===== config.mk =====
export PLATFORM = sky130hd
export DESIGN_NAME = fifo_wr_arbiter
export DESIGN_NICKNAME = d
export VERILOG_FILES = /design/src/rtl/fifo_arb_pkg.sv /design/src/rtl/fifo_wr_arbiter_rr_select.sv /design/src/rtl/fifo_wr_arbiter.sv
export SDC_FILE = /design/constraint.sdc
export NUM_CORES = 1
export LEC_CHECK = 0
export ABC_AREA = 1
export BUFFER_PORTS_ARGS = -buffer_cell sky130_fd_sc_hd__buf_2
export CAP_MARGIN = 20
export CORE_MARGIN = 4
export CORE_UTILIZATION = 55
export CTS_BUF_LIST = sky130_fd_sc_hd__clkbuf_8
export CTS_CLUSTER_DIAMETER = 200
export CTS_CLUSTER_SIZE = 28
export DETAILED_ROUTE_END_ITERATION = 16
export GPL_TIMING_DRIVEN = 0
export HOLD_SLACK_MARGIN = 0.06
export PLACE_DENSITY = 0.87
export SETUP_SLACK_MARGIN = 0.02
export SLEW_MARGIN = 10
export SYNTH_ARGS = -nofsm -noshare
export SYNTH_HDL_FRONTEND = slang
export SYNTH_SLANG_ARGS = --single-unit

===== constraint.sdc =====
create_clock -name clkw -period 4.45 [get_ports clkw]
set_input_delay 0.6675 -clock clkw [delete_from_list [all_inputs] [get_ports clkw]]
set_output_delay 0.6675 -clock clkw [all_outputs]
set_load 0.01 [all_outputs]

===== src/rtl/fifo_arb_pkg.sv =====
// Shared types and helpers for the FIFO write-port arbiter and its rotating
// priority selector. Index widths are sized for the largest supported NREQ.
package fifo_arb_pkg;

  typedef enum logic {
    IDLE  = 1'b0,
    BURST = 1'b1
  } state_t;

  // Largest requester count supported; one-hot and index helpers are sized to it.
  localparam int ONEHOT_W = 8;
  localparam int IDX_W    = $clog2(ONEHOT_W);

  typedef struct packed {
    logic             valid;
    logic [IDX_W-1:0] idx;
  } pick_t;

  function automatic logic [ONEHOT_W-1:0] onehot(input logic [IDX_W-1:0] idx);
    return ONEHOT_W'(1) << idx;
  endfunction

  // First set bit of req, searching ptr, ptr+1, ... wrapping at nreq.
  function automatic pick_t rr_pick(input logic [ONEHOT_W-1:0] req,
                                    input logic [IDX_W-1:0]    ptr,
                                    input int                  nreq);
    pick_t p;
    int    j;
    p = '0;
    for (int k = 0; k < ONEHOT_W; k++) begin
      if (k < nreq) begin
        j = int'(ptr) + k;
        if (j >= nreq) j = j - nreq;
        if (!p.valid && req[j[IDX_W-1:0]]) begin
          p.valid = 1'b1;
          p.idx   = j[IDX_W-1:0];
        end
      end
    end
    return p;
  endfunction

endpackage


===== src/rtl/fifo_wr_arbiter_rr_select.sv =====
// Combinational rotating-priority encoder: returns the first active request
// at or after ptr (wrapping). Shared by the write arbiter and read-side users.
import fifo_arb_pkg::*;

module rr_select #(
  parameter int NREQ = 4
) (
  input  logic [NREQ-1:0]  req,
  input  logic [IDX_W-1:0] ptr,
  output logic [IDX_W-1:0] idx,
  output logic             valid
);

  pick_t pick;

  // NOTE: every output of a combinational block gets a value on every path;
  // the unconditional call below is what keeps this free of latches.
  always_comb begin
    pick  = rr_pick(ONEHOT_W'(req), ptr, NREQ);
    idx   = pick.idx;
    valid = pick.valid;
  end

endmodule


===== src/rtl/fifo_wr_arbiter.sv =====
// Round-robin arbiter sharing one FIFO write port among NREQ requesters,
// granting whole bursts and stalling beats while the FIFO is full.
import fifo_arb_pkg::*;

module fifo_wr_arbiter #(
  parameter int NREQ      = 4,
  parameter int DW        = 8,
  parameter int MAX_BURST = 16,
  parameter int CW        = 8
) (
  input  logic             rst,
  input  logic             clkw,
  input  logic [NREQ-1:0]  req,
  input  logic [NREQ*DW-1:0] wdata,
  input  logic [NREQ-1:0]  last,
  output logic [NREQ-1:0]  gnt,
  output logic [NREQ-1:0]  ack,
  input  logic             fifo_full,
  output logic             fifo_wreq,
  output logic [DW-1:0]    fifo_wd,
  output logic             busy
);

  state_t           state;
  logic [IDX_W-1:0] owner;
  logic [IDX_W-1:0] ptr;
  logic [CW-1:0]    beat_cnt;

  logic [IDX_W-1:0] sel_idx;
  logic             sel_valid;

  logic [ONEHOT_W-1:0] req_ext;
  logic [ONEHOT_W-1:0] last_ext;
  logic             owner_req;
  logic             owner_last;
  logic             beat;
  logic             at_max;
  logic             exit_now;
  logic [IDX_W-1:0] next_ptr;

  rr_select #(
    .NREQ (NREQ)
  ) u_rr_select (
    .req   (req),
    .ptr   (ptr),
    .idx   (sel_idx),
    .valid (sel_valid)
  );

  always_comb begin
    req_ext    = ONEHOT_W'(req);
    last_ext   = ONEHOT_W'(last);
    owner_req  = req_ext[owner];
    owner_last = last_ext[owner];
    beat       = (state == BURST) && owner_req && !fifo_full;
    at_max     = (beat_cnt == CW'(MAX_BURST - 1));
    // Dropping the request ends the burst without writing that cycle.
    exit_now   = !owner_req || (beat && (owner_last || at_max));
    next_ptr   = (owner == IDX_W'(NREQ - 1)) ? '0 : owner + 1'b1;
  end

  always_comb begin
    fifo_wreq = beat;
    ack       = beat ? NREQ'(onehot(owner)) : '0;
    fifo_wd   = (state == BURST) ? wdata[int'(owner)*DW +: DW] : '0;
    busy      = (state == BURST);
  end

  // NOTE: sequential state uses non-blocking assignments so every register
  // samples the pre-edge values of its neighbours.
  always_ff @(posedge clkw or negedge rst) begin
    if (!rst) begin
      state    <= IDLE;
      gnt      <= '0;
      owner    <= '0;
      ptr      <= '0;
      beat_cnt <= '0;
    end else begin
      case (state)
        IDLE: begin
          if (sel_valid) begin
            state    <= BURST;
            owner    <= sel_idx;
            gnt      <= NREQ'(onehot(sel_idx));
            beat_cnt <= '0;
          end
        end
        BURST: begin
          if (exit_now) begin
            state    <= IDLE;
            gnt      <= '0;
            beat_cnt <= '0;
            ptr      <= next_ptr;
          end else if (beat) begin
            beat_cnt <= beat_cnt + 1'b1;
          end
        end
        default: state <= IDLE;
      endcase
    end
  end

endmodule


## Word-level counts from Yosys, hierarchy flattened

Index checks and enable logic that the tools add are counted.

| operators by class | value |
|---|---|
| $add $sub $neg | 9 |
| magnitude comparators | 9 |
| equality and inequality tests | 5 |
| shifts and indexed selects | 3 |
| muxes and demuxes | 33 |
| bitwise operators | 1 |
| reduce and logical (&&, ||, !) cells | 17 |

Operators with widths:

| kind | number |
|---|---|
| 8-bit 2-to-1 mux | 4 |
| 32-bit by 7-bit variable part select with 8-bit output | 1 |
| 4-bit 2-to-1 mux | 7 |
| 3-bit by 4-bit less-than comparator with 1-bit output (second input constant) | 5 |
| 1-bit binary-select mux with 3-bit select | 6 |
| 8-bit case mux with 2 select lines | 1 |
| 3-bit 2-to-1 mux | 5 |
| 4-bit by 3-bit >= comparator with 1-bit output (second input constant) | 3 |
| 3-bit subtractor (second input constant) | 4 |
| 3-bit by 2-bit adder with 4-bit output (second input constant) | 2 |
| 8-bit by 1-bit adder with 8-bit output (second input constant) | 1 |
| 8-bit by 4-bit == test with 1-bit output (second input constant) | 1 |
| 1-bit 2-to-1 mux | 8 |
| 4-bit case mux with 2 select lines | 1 |
| 2-bit AND reduction | 4 |
| 1-bit by 3-bit << shifter with 4-bit output (first input constant) | 2 |
| 1-bit logical AND | 6 |
| 1-bit logical NOT | 5 |
| 3-bit by 1-bit adder with 4-bit output (second input constant) | 1 |
| 2-bit by 1-bit != test with 1-bit output (second input constant) | 2 |
| 3-bit by 1-bit adder with 3-bit output (second input constant) | 1 |
| 3-bit by 2-bit == test with 1-bit output (second input constant) | 1 |
| 3-bit >= comparator (second input constant) | 1 |
| 3-bit by 1-bit != test with 1-bit output (second input constant) | 1 |
| other kinds (3) | 4 |

| word-level totals | value |
|---|---|
| register bits after elaboration | 19 |
| output and inout port bits | 18 |

## Depth between registers and ports, before layout

| depth | value |
|---|---|
| depth after elaboration | 17 |
| gate-level depth with buffers | 14 |

## Modules after synthesis

From an unflattened synthesis, not the netlist that was laid out.

| unflattened totals | value |
|---|---|
| cells, all modules | 281 |
| area total of the unflattened synthesis | 1764.2 sq um |

By module, submodules not included:

| module | times used | cells an instance | area each (sq um) | sequential area each (sq um) |
|---|---|---|---|---|
| fifo_wr_arbiter | 1 | 222 | 1432.6 | 475.5 |
| rr_select | 1 | 59 | 331.6 | 0.0 |

## Worst setup path before layout

OpenSTA, ideal clock, no wires.

| timing | value |
|---|---|
| path kind | input port to output port |
| from | input port req[3] |
| to | output port ack[0] |
| data arrival time | 1.405 ns |
| path slack | 2.378 ns |
| stages on the path | 8 |
| path buffers | 0 |
| cells stage by stage | inv_1 -> nand2_1 -> nand3_1 -> nand2_1 -> nand2_1 -> nor2_2 -> inv_1 -> nor2_1 |

| on the way | value |
|---|---|
| cells in the longest elaborated chain, start to end | 5 |

RTL lines:

| element | RTL line | text |
|---|---|---|
| from (decl) | fifo_wr_arbiter.sv:13 | `input logic [NREQ-1:0] req,` |
| 1-bit binary-select mux with 3-bit select | fifo_wr_arbiter.sv:53 | `owner_req = req_ext[owner];` |
| 1-bit 2-to-1 mux (not written as such) | fifo_wr_arbiter.sv:53 |  |
| 1-bit logical AND (2 in a row) | fifo_wr_arbiter.sv:55 | `beat = (state == BURST) && owner_req && !fifo_full;` |
| via fifo_wreq | fifo_wr_arbiter.sv:19 | `output logic fifo_wreq,` |
| 4-bit 2-to-1 mux | fifo_wr_arbiter.sv:64 | `ack = beat ? NREQ'(onehot(owner)) : '0;` |
| to (decl) | fifo_wr_arbiter.sv:17 | `output logic [NREQ-1:0] ack,` |

The timed path passes the listed nets, and every way through them passes these cells. The select of a mux whose other input is x is not followed.

## Worst setup path after layout

| timing | value |
|---|---|
| from | register owner[0] |
| to | output port fifo_wd[3] |

| on the way | value |
|---|---|
| cells in the longest elaborated chain, start to end | 2 |

RTL lines:

| element | RTL line | text |
|---|---|---|
| from (decl) | fifo_wr_arbiter.sv:25 | `logic [IDX_W-1:0] owner;` |
| from (signal assigned) | fifo_wr_arbiter.sv:83 | `owner <= sel_idx;` |
| 32-bit by 7-bit variable part select with 8-bit output | fifo_wr_arbiter.sv:65 | `fifo_wd = (state == BURST) ? wdata[int'(owner)*DW +: DW] : '0;` |
| 8-bit 2-to-1 mux | fifo_wr_arbiter.sv:65 |  |
| to (decl) | fifo_wr_arbiter.sv:20 | `output logic [DW-1:0] fifo_wd,` |

No other way between the ends.

==> results.md <==
* Hold_ws at ~0.33 ns
* CP max stage cell: dfrtp_1
* Placed Cells at approximately 370
* Die H at roughly 64 µm
* Final Max Tran Viols at 0
* Synth Net Count at between 300 and 400
* Antenna cells at 0
* DRC viols at 0
* Element type at the critical path start: register
* Sink Count at 19
* Crit path required time at 3.78 ns
* Hold-fix buffers, CTS at 0
* Post-synthesis async set-or-reset flop share at 1.00
* Worst Hold Class: input port to asynchronous set/reset pin
* H-tree depth at 1
* Worst EP arrival at 1.92 ns
* Gate Count Post-Synth at ~270
* Die W at between 60 and 70 µm
* Avg WL per Cell at between 10 and 15 µm
* Final Hold Fails at 0
* Fin Setup TNS at 0 ns
* DRT Pass-1 Iters at 5
* CP endpoint kind: output pin
* Final setup fails at 0
* Max FO, Critical Path at 10
* Mean Syn Cell Area at around 6.5 µm²
* Reg2reg path depth at 12
* Layout cell share with drive strength beyond 1 at 0.299
* Cell Chain, Critical Path: buf_2 > buf_1 > nor2_1 > nor2_1 > o21ai_0 > a21oi_1 > buf_2
* Setup Buffers After CTS at 0
* Port bufs at 60
* Worst-margin pin slew at around 0.54 ns
* 1st-iter DRT viols at ~130
* Maxcap violations at 0
* GRT Util Overall at 0.220
* Slew headroom at 0.640
* Critical path type: register to output pin
* GPL Wtd Cong at around 0.84
* Ports at 61
* Leakage at between 1 and 1.5 nW
* Via/cell ratio at between 5 and 6
* Antenna-violating nets left at 0
* Final WL at about 4300 µm
* Wire length of the first global-routing pass at 7410 µm
* Die area at 4140 µm²
* Reg2Reg Setup Slack at approximately 2.4 ns
* Outcome: finished clean
* DP HPWL at around 3500 µm
* Largest net degree at the start of global routing at 20
* CTS clock-pin slew for the worst setup and hold paths at roughly 0.07 ns
* Area growth syn-to-layout at 23.0%
* CTS Buf Count at 3
* Final Skew at 0.00362 ns
* Final nets at around 380
* Largest delay share family, worst path: buffers and inverters
* Slowest Stage Delay on Critical Path at around 0.46 ns
* Core region area at roughly 3000 µm²
* RSZ-0062 raised after global routing: no
* Worst R2R End: beat_cnt[4]
* Synth Flop Type: dfrtp_1
* CTS tree: built
* Starting density of the core at 0.571
* Final Core Density at 0.703
* Peak supply drop at 0.316 mV
* Clk buf depth at 2
* RR Startpoint: ptr[1]
* Final Critical Period at between 2 and 3 ns
* Vias in the first global route at approximately 1800
* Fmax at between 300 and 400 MHz
* Root Buffer: clkbuf_8
* Non-Filler Instances at 375
* Row count at 20
* Seq cells post-synth at 19
* Final period utilization at 0.581
* Remaining Overflow, GRT at 0
* Mapped Area at between 1500 and 2000 µm²
* Synth unique cells at 31
* Vias at slightly below 2000
* Sequential-to-total area share from yosys stat at 0.273
* Yosys Warn Count at 0
* Initial antenna violation count at 0
* Post-CTS sizing at 0
* Skew-Pair Late Insertion Delay at 0.26 ns
* Pwr/cell area at 631 nW/µm²
* Number of flops mapped to enable cells by yosys at 0
* Worst path buffer plus inverter count at 3
## layout by cell type (no fill, tap or decap), types with 6 or more instances in the layout
cell type	count
nand2_2	11
nand3_1	21
a21oi_1	9
nand2_1	56
nand4_1	9
buf_2	64
o21ai_1	6
inv_1	23
o21ai_0	21
ha_1	7
nor2_1	48
dfrtp_1	19
## worst max path at each step
stage,from,to,slack [ns],cells past startpoint
6_report,owner[0],fifo_wd[3],1.87,7
4_1_cts,owner[0],fifo_wd[0],1.84,7
5_1_grt,owner[0],fifo_wd[2],1.66,7
3_3_place_gp,req[0],ack[2],2.12,10
2_1_floorplan,req[3],ack[0],2.38,8
3_5_place_dp,req[0],ack[2],2.11,10
## report_power, final
part	switching [mW]	leakage (nW)	total (mW)	internal, mW
combinational	0.638	0.896	0.980	0.342
clock	0.0574	0.0255	0.120	0.0623
sequential	0.0382	0.253	0.254	0.216
## state kept, by name, summed over array words and instances (netlist names)
name      count
beat_cnt      8
busy          1
gnt           4
owner         3
ptr           3
## metrics by stage
| stage | setup slack [ns] | total power, mW | area (µm²) |
|---|---|---|---|
| CTS | 1.84 | 1.36 | 2150 |
| detailed placement | 2.11 | 1.23 | 2100 |
| floorplan | 2.38 | 0.989 | 1740 |
| finish | 1.87 | 1.35 | 2150 |
| global route | 1.66 | 1.50 | 2150 |
| global placement | 2.12 | 1.21 | 2100 |
## metal layers
layer / wire length, µm / global-route usage / up-vias
met5: 0 / 0 / -
met4: 71 / 0.0792 / 0
met3: 320 / 0.0439 / 8
met2: 2050 / 0.380 / 65
met1: 1850 / 0.268 / 857
li1: - / - / 992
## cells in the mapped netlist (all sizes together), types with 2 or more instances
library cell  count  area [µm²]
nand3            23         125
nor2             53         216
inv              25        98.8
nand2            71         324
nand4             9        56.3
dfrtp            19         475
o21ai            30         161
xor2              5        43.8
ha                7        87.6
buf               8        57.6
nand3b            2        15.0
a21oi             9        45.0
## cell type report
| class | count | area, µm² |
|---|---|---|
| Clock inverter | 1 | 5.00 |
| Clock buffer | 3 | 41.3 |
| Inverter | 25 | 98.8 |
| Sequential cell | 19 | 475 |
| Buffer | 9 | 61.3 |
| Fill cell | 291 | 907 |
| Timing Repair Buffer | 60 | 300 |
| Tap cell | 44 | 55.1 |
| Multi-Input combinational cell | 214 | 1110 |
## kinds of logic (layout without fill, tap and decap cells)
kind of cell	after synthesis	after routing	share of synthesized area
simple gates	161	161	0.433
compound gates	40	40	0.123
buf+inv	34	98	0.0918
flops	19	19	0.273
fa+ha+maj	7	7	0.0502
xor+xnor	6	6	0.0301
Power figures use the tool's default switching activity.
